==> src/rtl/afifo_pop_reader.sv <==
// Pop-side reader for the 36K async FIFO wrappers: issues POP, captures DOUT a
// cycle later into a 2-entry skid buffer, and presents words on a valid/ready stream.
module afifo_pop_reader #(
   parameter int DATA_WIDTH = 36,
   parameter int CNT_WIDTH  = 16
) (
   input  logic                  clock1,
   input  logic                  Async_Flush,
   input  logic                  Enable,
   input  logic                  Empty,
   input  logic                  Underrun_Error,
   input  logic [DATA_WIDTH-1:0] DOUT,
   output logic                  POP,
   output logic                  M_VALID,
   input  logic                  M_READY,
   output logic [DATA_WIDTH-1:0] M_DATA,
   output logic [CNT_WIDTH-1:0]  Pop_Count,
   output logic                  Underrun_Sticky
);

   logic [1:0]            r_cnt;
   logic                  r_inf;
   logic [DATA_WIDTH-1:0] r_buf [2];
   logic                  r_head;
   logic                  r_tail;
   logic [CNT_WIDTH-1:0]  r_pop_cnt;
   logic                  r_sticky;

   logic                  w_valid;
   logic                  w_take;
   logic [2:0]            w_level;
   logic                  w_pop;

   assign w_valid = (r_cnt != 2'd0);
   assign w_take  = w_valid & M_READY;

   // Occupancy after this edge; a new POP is only safe if its word will fit
   // once it lands one cycle from now, so cnt + inf must stay within 2.
   assign w_level = {1'b0, r_cnt} + {2'b00, r_inf} - {2'b00, w_take};
   assign w_pop   = Enable & ~Empty & ~Async_Flush & (w_level < 3'd2);

   always_ff @(posedge clock1 or posedge Async_Flush) begin
      if (Async_Flush) begin
         r_cnt     <= 2'd0;
         r_inf     <= 1'b0;
         r_buf[0]  <= '0;
         r_buf[1]  <= '0;
         r_head    <= 1'b0;
         r_tail    <= 1'b0;
         r_pop_cnt <= '0;
         r_sticky  <= 1'b0;
      end else begin
         if (r_inf) begin
            r_buf[r_tail] <= DOUT;
            r_tail        <= ~r_tail;
         end
         if (w_take) begin
            r_head <= ~r_head;
         end
         r_cnt <= w_level[1:0];
         r_inf <= w_pop;
         if (w_pop) begin
            r_pop_cnt <= r_pop_cnt + 1'b1;
         end
         if (Underrun_Error) begin
            r_sticky <= 1'b1;
         end
      end
   end

   assign POP             = w_pop;
   assign M_VALID         = w_valid;
   assign M_DATA          = w_valid ? r_buf[r_head] : '0;
   assign Pop_Count       = r_pop_cnt;
   assign Underrun_Sticky = r_sticky;

endmodule

==> config.mk <==
export PLATFORM = sky130hd
export DESIGN_NAME = afifo_pop_reader
export DESIGN_NICKNAME = d
export VERILOG_FILES = /design/src/rtl/afifo_pop_reader.sv
export SDC_FILE = /design/constraint.sdc
export NUM_CORES = 1
export LEC_CHECK = 0
export CAP_MARGIN = 20
export CORE_MARGIN = 8
export CORE_UTILIZATION = 45
export DETAILED_ROUTE_END_ITERATION = 7
export GPL_TIMING_DRIVEN = 0
export HOLD_SLACK_MARGIN = 0.1
export PLACE_DENSITY_LB_ADDON = 0.05
export SLEW_MARGIN = 20
export SYNTH_ARGS = -nofsm -noshare
export SYNTH_HDL_FRONTEND = slang
export SYNTH_SLANG_ARGS = --single-unit
==> constraint.sdc <==
create_clock -name clock1 -period 2.8 [get_ports clock1]
set_clock_uncertainty 0.05 [all_clocks]
set_input_delay 0.42 -clock clock1 [delete_from_list [all_inputs] [get_ports clock1]]
set_output_delay 0.42 -clock clock1 [all_outputs]
set_load 0.02 [all_outputs]
==> impl_metrics.yaml, run 1 <==
status:
  status: "finished, violations left"
  violations: "negative setup slack"
floorplan:
  die_h_um: 112
  core_area_um2: 9150
  die_width_um: 112
  io_pins: 97
  rows: 35
  die_area_um2: 12700
  start_util_pct: 45.8
cells_and_area:
  fin_cells: 550
  n_antenna_cell: 0
  final_area_um2: 5670
  syn2layout_area_growth_pct: 35.3
  drive_gt1_share_pct: 30.1
  post-route-util_pct: 61.9
  nNetsFinal: 480
worst_setup_path:
  crit_arrival_ns: 2.61
  cpPeakStageDelay_ns: 0.46
  end_kind: "output pin"
  crit_family: "adder cells"
  critPathMaxFanout: 2
  crit_slowest_cell: "fa_2"
  path_cells: "nor2_4, inv_2, and2_4, ha_4, inv_2, ha_4, fa_2, nor4b_4, and2_1, buf_6, buf_6"
  start_kind: "register"
  required_ns: 2.33
  criticalPathCategory: "reg2out"
  cp_num_buf_inv: 4
clocking:
  clk_pin_slew_ns: 0.08
  ctsHoldBuffers: 0
  h-tree-depth: 3
  clockBufferDepth: 2
  cts_sinks: 94
  cts_inserted_buffers: 9
  cts_tree: "yes"
  insertion_delay_ns: 0.35
  cts_root_buf: "clkbuf_8"
drt:
  route.detailed.wl_per_inst_um: 16.6
  vias: 2775
  route.antenna.remaining_nets: 0
  drc: 0
  dr.pass1.iters: 4
  routed_wl_mm: 9.16
  first_iter_violations: 88
  viasPerCell: 5.05
timing:
  setup-violations-final: 4
  rsz0062_at_grt: "yes"
  tightest_slew_ns: 0.736
  post-route-period-util_pct: 110
  max_freq_mhz: 325
  fin_crit_ns: 3.08
  slew_headroom_pct: 50.8
  hold_viol: 0
  setup-tns-final_ns: -0.421
  fin_ws_ns: -0.281
  slew_viol_final: 0
power:
  p_per_area_nw_per_um2: 1150
  vdd_ir_drop_max_mv: 0.673
  p_leak_nw: 2.51
place:
  portBuffers: 96
  place_hpwl_mm: 6.42
  place.gp.congestion: 0.687
  dp_slack_ns: -0.873
  post_dp_cell_area_um2: 5350
  dp_cells: 526
synth:
  netlist_instances: 317
  async_flop_share_pct: 100
  seq_area_frac_synth_pct: 56.1
  synth_common_cells: "dfrtp_1 (94), mux2_2 (73), nor2_1 (40)"
  yosysTopAreaCellShare_pct: 56.1
  post-synth-top-count-cell: "dfrtp_1"
  synth_top_cell_by_area: "dfrtp_1"
  synth_flop_cell: "dfrtp_1"
  syn-num-nets: 363
  synthDistinctLibCells: 24
  synth_area_leaders: "dfrtp_1 (56%), mux2_2 (20%), mux2i_1 (8.6%)"
  synth-seq-cells: 94
  yosys_warnings: 0
  netlist_area_um2: 4190
  synth_edf_count: 0
  avgSynthCellArea_um2: 13.2
global_routing:
  grtUsageTotal_pct: 15.2
  grt-ovfl-total: 0
  grt_pass1_vias: 3070
  grt_pass1_wl_mm: 15.5
  antenna_found_initial: 0
  grt_max_degree: 35
run:
  maxCapViolations: 0
hold_path:
  hp-class: "reg2reg"
-- per-layer routing --
metal | vias up | track usage, % | routed length [um]
met5 | - | 0 | 0
met4 | 0 | 4.86 | 102
met3 | 9 | 5.74 | 630
met2 | 63 | 24.5 | 4410
met1 | 1389 | 18.3 | 4020
li1 | 1314 | - | -
-- cell usage in the layout (no fill, tap or decap), types with 3 or more instances in the layout --
cell type	n
clkdlybuf4s50_1	95
dfrtp_1	94
mux2_2	72
nor2_1	37
mux2i_1	36
xor2_1	10
clkbuf_8	10
nand2_1	8
xnor2_1	8
buf_2	8
buf_4	8
inv_1	4
clkinvlp_4	4
nand4_1	4
buf_6	3
nand3_1	3
nor3_2	3
clkbuf_4	3
-- cells by family after synthesis --
family,after synthesis,synth area share [%]
xor gates and xnor gates,18,3.76
adders and majority gates,4,1.37
buffers and inverters,22,2.33
DFF,94,56.1
muxes,109,28.2
and+or+nand+nor,70,8.18
-- cell type report --
| type | instances | area, um^2 |
|---|---|---|
| Tap cell | 111 | 139 |
| Multi-Input combinational cell | 201 | 1810 |
| Clock buffer | 12 | 145 |
| Fill cell | 795 | 3480 |
| Sequential cell | 94 | 2350 |
| Clock inverter | 4 | 31.3 |
| Inverter | 7 | 30.0 |
| Buffer | 14 | 83.8 |
| Timing Repair Buffer | 107 | 1070 |
-- state kept, by name, indices dropped and copies added (netlist names) --
register         count
Pop_Count           16
r_buf               72
r_head               1
r_inf                1
Underrun_Sticky      1
r_cnt                2
r_tail               1
-- stage by stage --
| stage | hold WS, ns | power [mW] |
|---|---|---|
| final | 0.429 | 6.50 |
| after global routing | 0.446 | 6.94 |
| after CTS | 0.429 | 6.55 |
| after detailed placement | 0.407 | 5.64 |
| after global placement | 0.405 | 5.55 |
| after floorplan | 0.404 | 4.25 |
-- final timing paths --
check	depth (start not counted)	slack [ns]	end	start
max	11	-0.28	POP	r_cnt[0]
min	1	0.43	Pop_Count[15]	Pop_Count[15]
min reg2reg	1	0.43	Pop_Count[15]	Pop_Count[15]
max reg2reg	12	-0.10	Pop_Count[15]	r_cnt[0]
min in group asynchronous	2	0.56	r_buf[58]	Async_Flush
max in group asynchronous	3	1.53	r_buf[31]	Async_Flush
-- worst register-to-register path, stage by stage (launching register included) --
cell     delay [ns]
dfrtp_1        0.42
nor2_4         0.13
inv_2          0.04
and2_4         0.14
ha_4           0.25
inv_2          0.04
ha_4           0.14
fa_2           0.46
nor4b_4        0.25
buf_4          0.16
nand4_2        0.22
nor4_4         0.35
xor2_1         0.17
-- where the power goes --
| part | internal, mW | switching (mW) | total (mW) |
|---|---|---|---|
| sequential | 1.95 | 0.308 | 2.25 |
| clock | 0.351 | 0.472 | 0.824 |
| combinational | 1.79 | 1.64 | 3.42 |
-- what timing repair did --
action / 4_1_cts / 5_1_grt
pin swaps: 6 / 5
setup buffers: 6 / 3
gates resized for setup: 15 / 12
setup endpoints to repair: 17 / 45
Note: power is estimated with default switching activity, not from simulation.
==> run 2: changes to the inputs <==
--- a/config.mk
+++ b/config.mk
@@ -12,7 +12,6 @@
 export GPL_TIMING_DRIVEN = 0
 export HOLD_SLACK_MARGIN = 0.1
 export PLACE_DENSITY_LB_ADDON = 0.05
-export SLEW_MARGIN = 20
 export SYNTH_ARGS = -nofsm -noshare
 export SYNTH_HDL_FRONTEND = slang
 export SYNTH_SLANG_ARGS = --single-unit
==> run 2 against run 1 <==
  * Setup slack got worse by 0.032 ns
  * Combinational power grew 3%
  * The flow still finishes with violations (negative setup slack)
  * Global-route usage increased by 0.32 points
  * Highest routed layer unchanged
==> impl_metrics.yaml, run 2 (synthesized netlist as in run 1, its figures left out) <==
timing:
  rsz0062_at_grt: "yes"
  post-route-period-util_pct: 111
  max_freq_mhz: 321
  slew_headroom_pct: 56.2
  hold_viol: 0
  slew_viol_final: 0
  fin_crit_ns: 3.11
  fin_ws_ns: -0.313
  setup-tns-final_ns: -0.583
  setup-violations-final: 6
  tightest_slew_ns: 0.656
cells_and_area:
  largest_reg_flops: 72
  final_area_um2: 5750
  nNetsFinal: 490
  regMostFlops: "r_buf"
  post-route-util_pct: 62.8
  n_antenna_cell: 0
  fillers: 773
  drive_gt1_share_pct: 31.8
  syn2layout_area_growth_pct: 37.2
  layout_common_cells: "dfrtp_1 (94), clkdlybuf4s50_1 (94), mux2_2 (72)"
floorplan:
  rows: 35
  start_util_pct: 45.8
  die_width_um: 112
  die_h_um: 112
  die_area_um2: 12700
  io_pins: 97
  core_area_um2: 9150
worst_setup_path:
  cpPeakStageDelay_ns: 0.46
  required_ns: 2.33
  critPathMaxFanout: 2
  end_kind: "output pin"
  cp_num_buf_inv: 4
  criticalPathCategory: "reg2out"
  crit_slowest_cell: "fa_2"
  start_kind: "register"
  crit_arrival_ns: 2.64
  path_cells: "nor2_4, inv_2, and2_4, ha_4, inv_2, ha_4, fa_2, nor4b_4, and2_1, buf_6, buf_6"
  crit_family: "adder cells"
status:
  violations: "negative setup slack"
  status: "finished, violations left"
drt:
  dr_wl_met3_um: 579
  routed_wl_mm: 9.35
  dr.pass1.iters: 4
  wl_met1_mm: 4.11
  vias: 2829
  viasPerCell: 5.05
  dr_wl_met2_mm: 4.54
  route.detailed.wl_per_inst_um: 16.7
  top_layer_used: "met4"
  route.antenna.remaining_nets: 0
  drc: 0
  first_iter_violations: 80
power:
  p_switching_mw: 2.44
  vdd_ir_drop_max_mv: 0.625
  internal_power_mw: 4.17
  p_clk_share_pct: 12.5
  total_power_mw: 6.60
  p_leak_nw: 2.56
  combPwrFrac_pct: 53.5
  p_seq_share_pct: 34.1
  p_per_area_nw_per_um2: 1150
  p_sw_share_pct: 36.9
clocking:
  h-tree-depth: 3
  cts_sinks: 94
  ctsHoldBuffers: 0
  cts_inserted_buffers: 9
  clockBufferDepth: 2
  cts_tree: "yes"
  clk_pin_slew_ns: 0.09
  cts_root_buf: "clkbuf_8"
  insertion_delay_ns: 0.35
global_routing:
  grt-ovfl-total: 0
  grt_max_degree: 38
  grt_pass1_vias: 3107
  antenna_found_initial: 0
  grtUsageTotal_pct: 15.5
  grt_pass1_wl_mm: 15.8
place:
  place.gp.congestion: 0.687
  portBuffers: 96
  post_dp_cell_area_um2: 5350
  place_hpwl_mm: 6.39
hold_path:
  hp-class: "reg2reg"
run:
  maxCapViolations: 0
-- run 2: through the flow --
step | hold WS (ns) | std cells | setup slack, ns
after floorplan | 0.404 | 317 | -0.0547
after global placement | 0.405 | 524 | -0.844
after CTS | 0.429 | 558 | -0.416
final | 0.429 | 560 | -0.313
after global routing | 0.445 | 560 | -0.411
after detailed placement | 0.407 | 526 | -0.872
-- run 2: worst paths after layout --
| check | from | endpoint | slack, ns | depth (start not counted) |
|---|---|---|---|---|
| max in group asynchronous | Async_Flush | r_buf[70] | 1.56 | 3 |
| worst min-delay path | Pop_Count[15] | Pop_Count[15] | 0.43 | 1 |
| worst min register to register | Pop_Count[15] | Pop_Count[15] | 0.43 | 1 |
| min in group asynchronous | Async_Flush | r_buf[25] | 0.54 | 2 |
| worst max-delay path | r_cnt[0] | POP | -0.31 | 11 |
| worst max register to register | r_cnt[0] | Pop_Count[15] | -0.14 | 12 |
-- run 2: what timing repair did --
item                                    CTS  global route
pin swaps                                 7             5
hold endpoints to repair                  0             0
cloned                                    0             0
resized for setup                        16            15
buffers inserted                         16             2
endpoints found under the setup margin   17            33
-- run 2: per-layer routing --
layer | global-route usage [%] | up-vias
li1 | - | 1338
met1 | 18.8 | 1418
met5 | 0 | -
met4 | 5.58 | 0
met3 | 5.05 | 10
met2 | 25.3 | 63
-- run 2: worst register-to-register path: cells and delay by family (launching register included) --
kind                       cells  cell delay (ns)
xor gates and xnor gates       1             0.17
adders and majority gates      3             0.86
buffers and inverters          3             0.25
DFF                            1             0.42
and+or+nand+nor                5             1.11
-- run 2: power by group through the flow --
| stage | Combinational [mW] | Sequential, mW | Clock (mW) |
|---|---|---|---|
| 3_3_place_gp | 3.30 | 2.25 | 0 |
| 2_1_floorplan | 2.03 | 2.22 | 0 |
| 3_5_place_dp | 3.35 | 2.28 | 0 |
| 4_1_cts | 3.54 | 2.25 | 0.849 |
| 6_report | 3.53 | 2.25 | 0.822 |
| 5_1_grt | 3.83 | 2.33 | 0.910 |
-- run 2: cell type report --
type                    instances  area, um^2  area share, %
clock buffers                  12         145           2.52
multi-input cells             201        1820           31.6
inverters                       7        30.0          0.522
repair buffers                116        1150           19.9
well taps                     111         139           2.42
clock inverters                 4        32.5          0.566
plain buffers                  15        87.6           1.52
flip-flops and latches         94        2350           40.9
==> run 3: changes to the inputs <==
--- a/config.mk
+++ b/config.mk
@@ -6,11 +6,14 @@
 export NUM_CORES = 1
 export LEC_CHECK = 0
 export CAP_MARGIN = 20
+export CELL_PAD_IN_SITES_DETAIL_PLACEMENT = 1
+export CELL_PAD_IN_SITES_GLOBAL_PLACEMENT = 1
 export CORE_MARGIN = 8
-export CORE_UTILIZATION = 45
+export CORE_UTILIZATION = 36
 export DETAILED_ROUTE_END_ITERATION = 7
 export GPL_TIMING_DRIVEN = 0
 export HOLD_SLACK_MARGIN = 0.1
+export MAX_ROUTING_LAYER = met4
 export PLACE_DENSITY_LB_ADDON = 0.05
 export SYNTH_ARGS = -nofsm -noshare
 export SYNTH_HDL_FRONTEND = slang
==> run 3 against run 2 <==
  * The flow still finishes with violations (negative setup slack)
  * Largest cell class unchanged
  * Global-route usage shrank 0.63 points
  * First-iteration DRC count is the same
  * Largest power group unchanged
  * Combinational power rose by 2%
  * Clock-buffer cell count down 1
  * Power is 7.0% higher
  * Flip-flop and latch count unchanged
==> impl_metrics.yaml, run 3 (synthesized netlist as in run 1, its figures left out) <==
status:
  status: "finished, violations left"
  violations: "negative setup slack"
worst_setup_path:
  r2r_start: "r_cnt[0]"
  ff2ff_path_depth: 13
  criticalPathCategory: "reg2out"
  cpPeakStageDelay_ns: 0.46
  required_ns: 2.33
  crit_arrival_ns: 2.62
  critPathMaxFanout: 2
  r2r_slack_ns: -0.11
  path_cells: "nor2_4, inv_2, and2_4, ha_4, inv_2, ha_4, fa_2, nor4b_4, and2_1, buf_6, buf_6"
  r2r-end: "Pop_Count[15]"
  end_kind: "output pin"
  start_kind: "register"
  crit_slowest_cell: "fa_2"
clocking:
  cts_sinks: 94
  ctsHoldBuffers: 0
  clk_pin_slew_ns: 0.06
  clockBufferDepth: 2
  insertion_delay_ns: 0.34
  cts_root_buf: "clkbuf_16"
  h-tree-depth: 3
  cts_tree: "yes"
  cts_inserted_buffers: 9
timing:
  tightest_slew_ns: 0.503
  rsz0062_at_grt: "yes"
  hold_viol: 0
  fin_hold_ws_ns: 0.435
  setup-tns-final_ns: -0.722
  fin_crit_ns: 3.09
  slew_headroom_pct: 66.4
  post-route-period-util_pct: 110
  setup-violations-final: 8
  slew_viol_final: 0
  max_freq_mhz: 323
  fin_ws_ns: -0.294
floorplan:
  rows: 39
  io_pins: 97
  start_util_pct: 36.9
  die_width_um: 124
  core_area_um2: 11400
  die_area_um2: 15300
  die_h_um: 124
cells_and_area:
  n_antenna_cell: 0
  regMostFlops: "r_buf"
  syn2layout_area_growth_pct: 41.2
  nNetsFinal: 492
  final_area_um2: 5920
  layout_common_cells: "dfrtp_1 (94), clkdlybuf4s50_1 (94), mux2_2 (72)"
  drive_gt1_share_pct: 32.2
  largest_reg_flops: 72
global_routing:
  grt_max_degree: 40
  antenna_found_initial: 0
  grtUsageTotal_pct: 14.9
  grt_pass1_vias: 3187
  grt-ovfl-total: 0
  grt_pass1_wl_mm: 16.9
hold_path:
  hold_start: "r_tail"
  hp-class: "reg2reg"
  worstHoldPathCells: 1
  min_to: "r_tail"
power:
  p_per_area_nw_per_um2: 1190
  vdd_ir_drop_max_mv: 0.505
  total_power_mw: 7.07
  p_leak_nw: 2.64
drt:
  route.detailed.wl_per_inst_um: 17.6
  vias: 2892
  dr_wl_met2_mm: 4.99
  wl_met1_mm: 4.65
  viasPerCell: 4.88
  first_iter_violations: 80
  dr.pass1.iters: 4
  top_layer_used: "met4"
  drc: 0
  route.antenna.remaining_nets: 0
  routed_wl_mm: 10.4
  dr_wl_met3_um: 576
place:
  portBuffers: 96
  place.gp.congestion: 0.718
  post_dp_cell_area_um2: 5390
  place_hpwl_mm: 6.98
  dp_slack_ns: -0.832
run:
  maxCapViolations: 0
-- run 3: cell count changes in the layout (fill, tap and decap cells not counted), moves of 2 or more --
cell,before,now
clkbuf_16,0,9
clkbuf_8,10,1
clkinv_4,2,0
clkinv_2,0,2
buf_4,16,19
-- run 3: worst max path at each step --
stage              from            to  slack [ns]  depth (start not counted)
3_3_place_gp    M_READY           POP       -0.80                         10
5_1_grt        r_cnt[0]           POP       -0.41                         11
6_report       r_cnt[0]           POP       -0.29                         11
3_5_place_dp    M_READY           POP       -0.83                         10
2_1_floorplan  r_cnt[0]  Pop_Count[1]       -0.05                         11
4_1_cts        r_cnt[1]           POP       -0.35                         11
-- run 3: repair_timing --
action / CTS / global route
gates resized for setup: 21 / 12
setup endpoints to repair: 17 / 30
setup buffers: 21 / 2
pin swaps: 9 / 3
-- run 3: layout make-up --
cell class              count  area, um^2
plain buffers              15        87.6
clock buffers              11         243
clock inverters             4        47.5
fillers                  1215        5450
inverters                   7        30.0
multi-input cells         201        1820
flip-flops and latches     94        2350
well taps                 143         179
repair buffers            118        1160
-- run 3: power breakdown --
part | internal, mW | leakage [nW] | switching (mW)
Sequential | 1.95 | 1.13 | 0.314
Clock | 0.709 | 0.141 | 0.507
Combinational | 1.89 | 1.37 | 1.70
-- run 3: metrics by stage --
step	std cells	util, %
2_1_floorplan	317	-
3_3_place_gp	556	47.1
3_5_place_dp	558	47.4
4_1_cts	594	51.9
5_1_grt	593	52.1
6_report	593	52.1
-- run 3: worst max-delay path, delay by kind of cell, from the launching register on --
| kind | cells | cell delay [ns] |
|---|---|---|
| adders and majority gates | 3 | 0.87 |
| DFF | 1 | 0.41 |
| and+or+nand+nor | 4 | 0.70 |
| buffers and inverters | 4 | 0.30 |
-- run 3: metal layers --
layer,up-vias,track usage [%]
met2,72,23.4
met5,-,-
met1,1459,18.1
met4,0,6.40
li1,1348,-
met3,13,3.31
